==> config.mk <==
export PLATFORM = sky130hd
export DESIGN_NAME = fft_bar_conditioner
export DESIGN_NICKNAME = d
export VERILOG_FILES = /design/src/rtl/dav_pkg.sv /design/src/rtl/bar_smoother.sv /design/src/rtl/fft_bar_conditioner.sv
export SDC_FILE = /design/constraint.sdc
export NUM_CORES = 1
export LEC_CHECK = 0
export CAP_MARGIN = 5
export CELL_PAD_IN_SITES_DETAIL_PLACEMENT = 0
export CELL_PAD_IN_SITES_GLOBAL_PLACEMENT = 1
export CORE_UTILIZATION = 33
export CTS_CLUSTER_SIZE = 24
export DETAILED_ROUTE_END_ITERATION = 7
export GPL_TIMING_DRIVEN = 0
export PLACE_DENSITY = 0.58
export SYNTH_ARGS = -nofsm -noshare
export SYNTH_HDL_FRONTEND = slang
export SYNTH_SLANG_ARGS = --single-unit
==> constraint.sdc <==
create_clock -name vgaclk -period 9.3 [get_ports vgaclk]
set_clock_uncertainty 0.1 [all_clocks]
set_input_delay 0.93 -clock vgaclk [delete_from_list [all_inputs] [get_ports vgaclk]]
set_output_delay 0.93 -clock vgaclk [all_outputs]
set_load 0.1 [all_outputs]
==> src/rtl/dav_pkg.sv <==
// Shared types and constants for the 4-bar VGA display path.
package dav_pkg;

    localparam int unsigned NBARS = 4;

    typedef logic [9:0] bar_h_t;

    localparam bar_h_t BAR_H_MAX = 10'd480;

    typedef enum logic [1:0] {
        ACCUM,
        HOLD,
        UPDATE
    } cond_state_t;

endpackage

==> src/rtl/bar_smoother.sv <==
// Next bar height from the current height and a band sum: scale, clamp,
// instant attack, linear decay saturating at zero.
module bar_smoother
    import dav_pkg::*;
#(
    parameter int unsigned SUM_W = 20,
    parameter int unsigned SHIFT = 10,
    parameter int unsigned DECAY = 8
) (
    input  bar_h_t           h_cur,
    input  logic [SUM_W-1:0] sum,
    output bar_h_t           h_new
);

    // Zero-extended so the clamp compare stays valid for any SUM_W.
    localparam int unsigned EXT_W = SUM_W + 10;

    logic [EXT_W-1:0] scaled;
    bar_h_t           target;
    bar_h_t           dec_step;
    bar_h_t           decayed;

    always_comb begin
        scaled   = {10'd0, sum} >> SHIFT;
        target   = (scaled > EXT_W'(BAR_H_MAX)) ? BAR_H_MAX : scaled[9:0];
        dec_step = bar_h_t'(DECAY);
        decayed  = (h_cur > dec_step) ? (h_cur - dec_step) : '0;
        if (target >= h_cur) begin
            h_new = target;
        end else begin
            h_new = (decayed > target) ? decayed : target;
        end
    end

endmodule

==> src/rtl/fft_bar_conditioner.sv <==
// Sums an FFT frame into 4 bands, smooths the bar heights and publishes them
// on the rising edge of vertical blanking.
module fft_bar_conditioner
    import dav_pkg::*;
#(
    parameter int unsigned NBINS = 64,
    parameter int unsigned MAG_W = 16,
    parameter int unsigned SHIFT = 10,
    parameter int unsigned DECAY = 8
) (
    input  logic                     vgaclk,
    input  logic                     rst,
    input  logic                     mag_valid,
    output logic                     mag_ready,
    input  logic [MAG_W-1:0]         mag_data,
    input  logic                     mag_last,
    input  logic                     done,
    output bar_h_t [NBARS-1:0]       data,
    output logic                     frame_update,
    output logic                     frame_err
);

    localparam int unsigned IDX_W  = $clog2(NBINS);
    localparam int unsigned BAND_W = $clog2(NBINS / 4);
    localparam int unsigned SUM_W  = MAG_W + BAND_W;

    cond_state_t      state;
    cond_state_t      state_nx;
    logic [IDX_W-1:0] idx;
    logic [SUM_W-1:0] band_sum [NBARS];
    logic [1:0]       upd_k;
    logic             done_d;
    logic             xfer;
    logic             frame_bad;
    logic             rise;
    logic [1:0]       band;
    bar_h_t           smooth_out;

    assign band = idx[IDX_W-1 -: 2];

    bar_smoother #(
        .SUM_W (SUM_W),
        .SHIFT (SHIFT),
        .DECAY (DECAY)
    ) u_smoother (
        .h_cur (data[upd_k]),
        .sum   (band_sum[upd_k]),
        .h_new (smooth_out)
    );

    always_ff @(posedge vgaclk) begin
        if (rst) begin
            state <= ACCUM;
        end else begin
            state <= state_nx;
        end
    end

    always_comb begin
        state_nx  = state;
        xfer      = 1'b0;
        frame_bad = 1'b0;
        rise      = done && !done_d;
        case (state)
            ACCUM: begin
                xfer = mag_valid && mag_ready;
                if (xfer) begin
                    if (mag_last && (idx == IDX_W'(NBINS - 1))) begin
                        state_nx = HOLD;
                    end else if (mag_last || (idx == IDX_W'(NBINS - 1))) begin
                        frame_bad = 1'b1;
                    end
                end
            end
            HOLD: begin
                if (rise) begin
                    state_nx = UPDATE;
                end
            end
            UPDATE: begin
                if (upd_k == 2'd3) begin
                    state_nx = ACCUM;
                end
            end
            default: state_nx = ACCUM;
        endcase
    end

    always_ff @(posedge vgaclk) begin
        if (rst) begin
            idx          <= '0;
            upd_k        <= '0;
            done_d       <= 1'b0;
            mag_ready    <= 1'b0;
            frame_update <= 1'b0;
            frame_err    <= 1'b0;
            data         <= '0;
            for (int unsigned b = 0; b < NBARS; b++) begin
                band_sum[b] <= '0;
            end
        end else begin
            done_d       <= done;
            frame_update <= 1'b0;
            frame_err    <= frame_bad;
            // Ready stays low for one cycle after UPDATE so it trails frame_update.
            mag_ready    <= (state == ACCUM) && (state_nx == ACCUM);

            if (xfer) begin
                if (frame_bad) begin
                    idx <= '0;
                    for (int unsigned b = 0; b < NBARS; b++) begin
                        band_sum[b] <= '0;
                    end
                end else begin
                    idx            <= idx + 1'b1;
                    band_sum[band] <= band_sum[band] + SUM_W'(mag_data);
                end
            end

            if (state == UPDATE) begin
                data[upd_k] <= smooth_out;
                upd_k       <= upd_k + 1'b1;
                if (upd_k == 2'd3) begin
                    frame_update <= 1'b1;
                    idx          <= '0;
                    for (int unsigned b = 0; b < NBARS; b++) begin
                        band_sum[b] <= '0;
                    end
                end
            end
        end
    end

endmodule

# == Word level (Yosys, flattened, before mapping) ==
# Memories as Yosys holds them, arrays and structs flattened. A register that Yosys moved wholly into a read port is not among the register bits.
# Cells that the tools add are included.
# word_totals
ff_bits,54
mem_bits_rw,80
inputBits,21
output_inout_bits,43
word_cells,95
n_memories,1
# memory_table
memory,depth,word_bits,read_ports,rd_clocked_by_memory_dff,wr,line,source
band_sum,4,20,2,2,4,fft_bar_conditioner.sv:30,logic [SUM_W-1:0] band_sum [NBARS];
# op_classes
addsub,4
magnitude_cmp,6
eq_ne,4
mux,51
bitwise_logic,8
n_reduce_logical,10
# op_table
cell,n
2-to-1 mux 20 bit,9
2-to-1 mux 10 bit,6
bitwise mux 40 bit,1
2-to-1 mux 6 bit,4
adder 20 x 16 -> 20 bit,1
binary-select mux 10 bit (select 2 bit),1
demux 10 bit (select 2 bit),1
2-to-1 mux 1 bit,20
OR reduction 20 bit,1
2-to-1 mux 2 bit,8
greater-or-equal comparator 10 bit,1
> comparator 10 bit,1
"> comparator 10 x 4 -> 1 bit, second input constant",1
"> comparator 10 x 9 -> 1 bit, second input constant",1
"subtractor 10 x 4 -> 10 bit, second input constant",1
OR 1 bit,8
"adder 6 x 1 -> 6 bit, second input constant",1
"== test 6 bit, second input constant",1
case mux 2 bit (3 select lines),1
logical AND 1 bit,5
"== test 2 bit, second input constant",2
logical NOT 2 bit,2
"< comparator 2 x 3 -> 1 bit, second input constant",1
"adder 2 x 1 -> 2 bit, second input constant",1
4 further kinds,4

# == Logic depth before layout (Yosys ltp) ==
# logic_depth
ltp_word,13
mapped_depth,15
ltp_nobuf,13

# == Cells and area by module ==
# A second synthesis with hierarchy kept.
# hier_totals
cells_unflattened,701
area_unflattened_um2,7643.6
# modules_own_cells
mod,instances,cells_each,area_per_inst_um2,seq_area_each_um2
fft_bar_conditioner,1,589,6832.8,3523.4
bar_smoother,1,112,810.8,0.0

# == Worst setup path before layout ==
# OpenSTA, ideal clock, no wires.
# synth_timing
path_kind,register to register
from,reg data[26] (netlist bit)
to,reg data[19] (netlist bit)
t_arrival_ps,4104
required_ps,9135
slack_ps,5032
stages_incl_launch_ff,14
path_buffers,1
cell_sequence,dfxtp_1 mux4_1 nor4_4 nor4b_4 nand2b_1 inv_1 ha_1 nand4_1 nor3_1 a2111oi_0 o21ai_1 nor2_1 clkbuf_1 a32o_1
# synth_between
elab_chain_cells,8
elab_cells_between_ends,10
cone_classes,add/sub: 1; order compare: 3; mux: 6
# synth_rtl
item,line,source
"start, declared",fft_bar_conditioner.sv:18,"output bar_h_t [NBARS-1:0] data,"
"start signal, assigned by index",fft_bar_conditioner.sv:121,data[upd_k] <= smooth_out;
binary-select mux 10 bit (select 2 bit) *,fft_bar_conditioner.sv:46,".h_cur (data[upd_k]),"
2-to-1 mux 10 bit (implied by the code) *,fft_bar_conditioner.sv:46,
subtractor 10 x 4 -> 10 bit / > comparator 10 x 4 -> 1 bit (equally long branches),bar_smoother.sv:27,decayed = (h_cur > dec_step) ? (h_cur - dec_step) : '0;
2-to-1 mux 10 bit,bar_smoother.sv:27,
> comparator 10 bit,bar_smoother.sv:31,h_new = (decayed > target) ? decayed : target;
2-to-1 mux 10 bit,bar_smoother.sv:31,
2-to-1 mux 10 bit *,bar_smoother.sv:28,if (target >= h_cur) begin
bitwise mux 40 bit *,fft_bar_conditioner.sv:121,
# Mark *: on every way between the ends. The rest lies on a longest branch, timed or not. The select of a mux whose other input is x is not followed.
# A chain may end at the register's enable or synchronous reset.

# == Worst setup path after layout ==
# layout_timing
from,reg upd_k[1]
to,reg data[21] (netlist bit)
# layout_between
elab_chain_cells,8
elab_cells_between_ends,15
cone_classes,add/sub: 1; order compare: 5; mux: 8; reduce/logical: 1
# layout_rtl
item,line,source
"start, declared",fft_bar_conditioner.sv:31,logic [1:0] upd_k;
"start signal, assigned",fft_bar_conditioner.sv:122,upd_k <= upd_k + 1'b1;
binary-select mux 10 bit (select 2 bit),fft_bar_conditioner.sv:46,
2-to-1 mux 10 bit (implied by the code),fft_bar_conditioner.sv:46,
subtractor 10 x 4 -> 10 bit / > comparator 10 x 4 -> 1 bit (equally long branches),bar_smoother.sv:27,
2-to-1 mux 10 bit,bar_smoother.sv:27,
> comparator 10 bit,bar_smoother.sv:31,
2-to-1 mux 10 bit,bar_smoother.sv:31,
2-to-1 mux 10 bit,bar_smoother.sv:28,
bitwise mux 40 bit *,fft_bar_conditioner.sv:121,
# Marks and branches as above.

==> impl_metrics.ini <==
[routing]
drt-vias-per-instance = 5.32
via_count = 6014
wire_per_inst_um = 19.1
wl_met1_mm = 9.24
met3_length_um = 891
routed.top_layer = met4
first_iter_violations = 328
drt_pass1_iterations = 5
drc_errors = 0
wl_mm = 21.7
ant_nets = 0
met2_length_mm = 11.1

[sta]
grt_setup_unrepaired = false
max_freq_mhz = 200
worst_pin_slew_ns = 1.25
setup_tns_ns = 0
min_period_over_period = 0.538
worst_slack_ns = 4.30
max-slew-margin-rel = 0.155
finalSetupViolCount = 0
holdWs_ns = 0.373
post-route-min-period_ns = 5.00
final-hold-violation-count = 0
drv_slew = 0

[synthesis]
synth_cell_types = 60
synth_ff_type = edfxtp_1
yosysSeqAreaShare = 0.457
syn-num-nets = 788
async_flop_share = 0
synth-edff-count = 80
ys_ff_latch = 136
netlist_area_um2 = 7720
synth_cells = 723
syn_avg_cell_area_um2 = 10.7
ys.warnings.count = 0

[grt]
antenna_found_initial = 0
grt_pass1_vias = 6159
grt.total_usage = 0.190
grt_max_degree = 21
gr-total-overflow = 0
grt_first_pass_wirelength_mm = 34.1

[clocking]
cts.repair.resized = 0
cts-hold-fix-buffers = 0
clk_pin_slew_ns = 0.06
clk_latency_ns = 0.42
cts-root-buf = clkbuf_16
cts_setup_buffers = 0
cts_buffers = 17
clock-sinks = 136
clk_path_buf_depth = 2
htree_levels = 4
cts_tree = built

[worst_setup_path]
arrival_ns = 5.18
worstPathRequired_ns = 9.48
end_kind = flip-flop
cp-start-kind = flip-flop
cp_max_fo = 10
crit_type = flip-flop to flip-flop

[pwr]
irDropWorstVdd_v = 0.000110
power.total_uw = 1480
leakage_uw = 0.00338
p_per_area_nw_per_um2 = 159

[floorplan]
rows = 55
die_area_um2 = 24000
io_pins = 64
core_area_um2 = 22800
start_util = 0.339
dieHeight_um = 155
dieWidth_um = 155

[worst_hold_path]
hold_path.class = flip-flop to flip-flop

[cells_and_area]
drive_above_1_share = 0.0966
diodes = 0
nets = 870
syn_to_final_growth_pct = 20.5
final_common_cell = nor2_1
final_cell_mix = nor2_1, nand2_1, edfxtp_1

[outcome]
status = finished, final reports clean

[placed_design]
gp_congestion = 0.850
portBuffers = 63
hpwl_mm = 15.9
pre_cts_ws_ns = 4.26

[flow_run]
drv_cap = 0
-- worst max-delay path, stage by stage, from the launching register on --
cell,delay [ns]
dfxtp_1,0.52
buf_6,0.24
mux4_1,0.72
nor2_1,0.43
a21oi_1,0.13
a31oi_1,0.41
inv_1,0.10
ha_1,0.31
nand4_1,0.15
nor3_1,0.08
a2111oi_0,0.46
o21ai_1,0.30
nor2_1,0.25
clkbuf_1,0.47
o211ai_1,0.18
-- area by class of cell --
type,instances,area (um2)
fill,2223,13500
multi-input combinational,519,3930
sequential,136,3520
timing repair buffer,63,631
clock buffer,19,433
tap,313,392
buffer,37,150
clock inverter,13,130
inverter,31,116
-- cells in the mapped netlist, types with 7 or more instances --
master      n  area, um2
o31ai_1    10       75.1
xor2_1     13        114
nor2_1    102        383
a21o_1     14        105
nand2_1    81        304
a21oi_1    27        135
nand3_1    21        105
o211ai_1   43        323
xnor2_1    12        105
and2_1      7       43.8
nand2b_1    7       43.8
ha_1       43        538
clkbuf_1   29        109
nor3_1      7       35.0
dfxtp_1    56       1120
mux4_2     37        833
nand4_1    22        138
inv_1      31        116
edfxtp_1   80       2400
-- per-stage QoR --
stage	utilization	cells	area, um2
global route	0.408	1131	9300
global placement	0.384	1099	8740
floorplan	-	723	7720
finish	0.408	1131	9300
detailed placement	0.384	1099	8740
CTS	0.408	1131	9300
-- path summary, 6_finish.rpt --
check | cells past startpoint | to | slack (ns) | start
max | 14 | data[21] | 4.30 | upd_k[1]
min | 2 | data[7] | 0.37 | data[7]
max reg2reg | 14 | data[21] | 4.30 | upd_k[1]
min reg2reg | 2 | data[7] | 0.37 | data[7]
-- power breakdown --
part	leakage [uW]	total (uW)	internal (uW)	switching, uW
clock network	0.000266	660	392	267
registers	0.00129	663	657	6.43
logic	0.00182	154	57.1	96.6
-- sequential cells by signal, indices dropped and copies added, names as in the netlist, named ones only --
name / flops
band_sum: 80
data: 40
idx: 6
state: 2
upd_k: 2
done_d: 1
frame_err: 1
frame_update: 1
mag_ready: 1
-- routing by layer --
metal | GRT usage | up-vias
met5 | 0 | -
met4 | 0.0622 | 0
li1 | - | 2876
met2 | 0.340 | 157
met1 | 0.228 | 2951
met3 | 0.0365 | 30
-- logic make-up after synthesis --
logic type | share of synthesized area
DFF | 0.457
muxes | 0.118
adders and majority gates | 0.0723
xor gates and xnor gates | 0.0284
buffers and inverters | 0.0345
AOI/OAI and AO/OA | 0.128
and+or+nand+nor | 0.161
other | 0.000973
(Power assumes the default switching activity.)
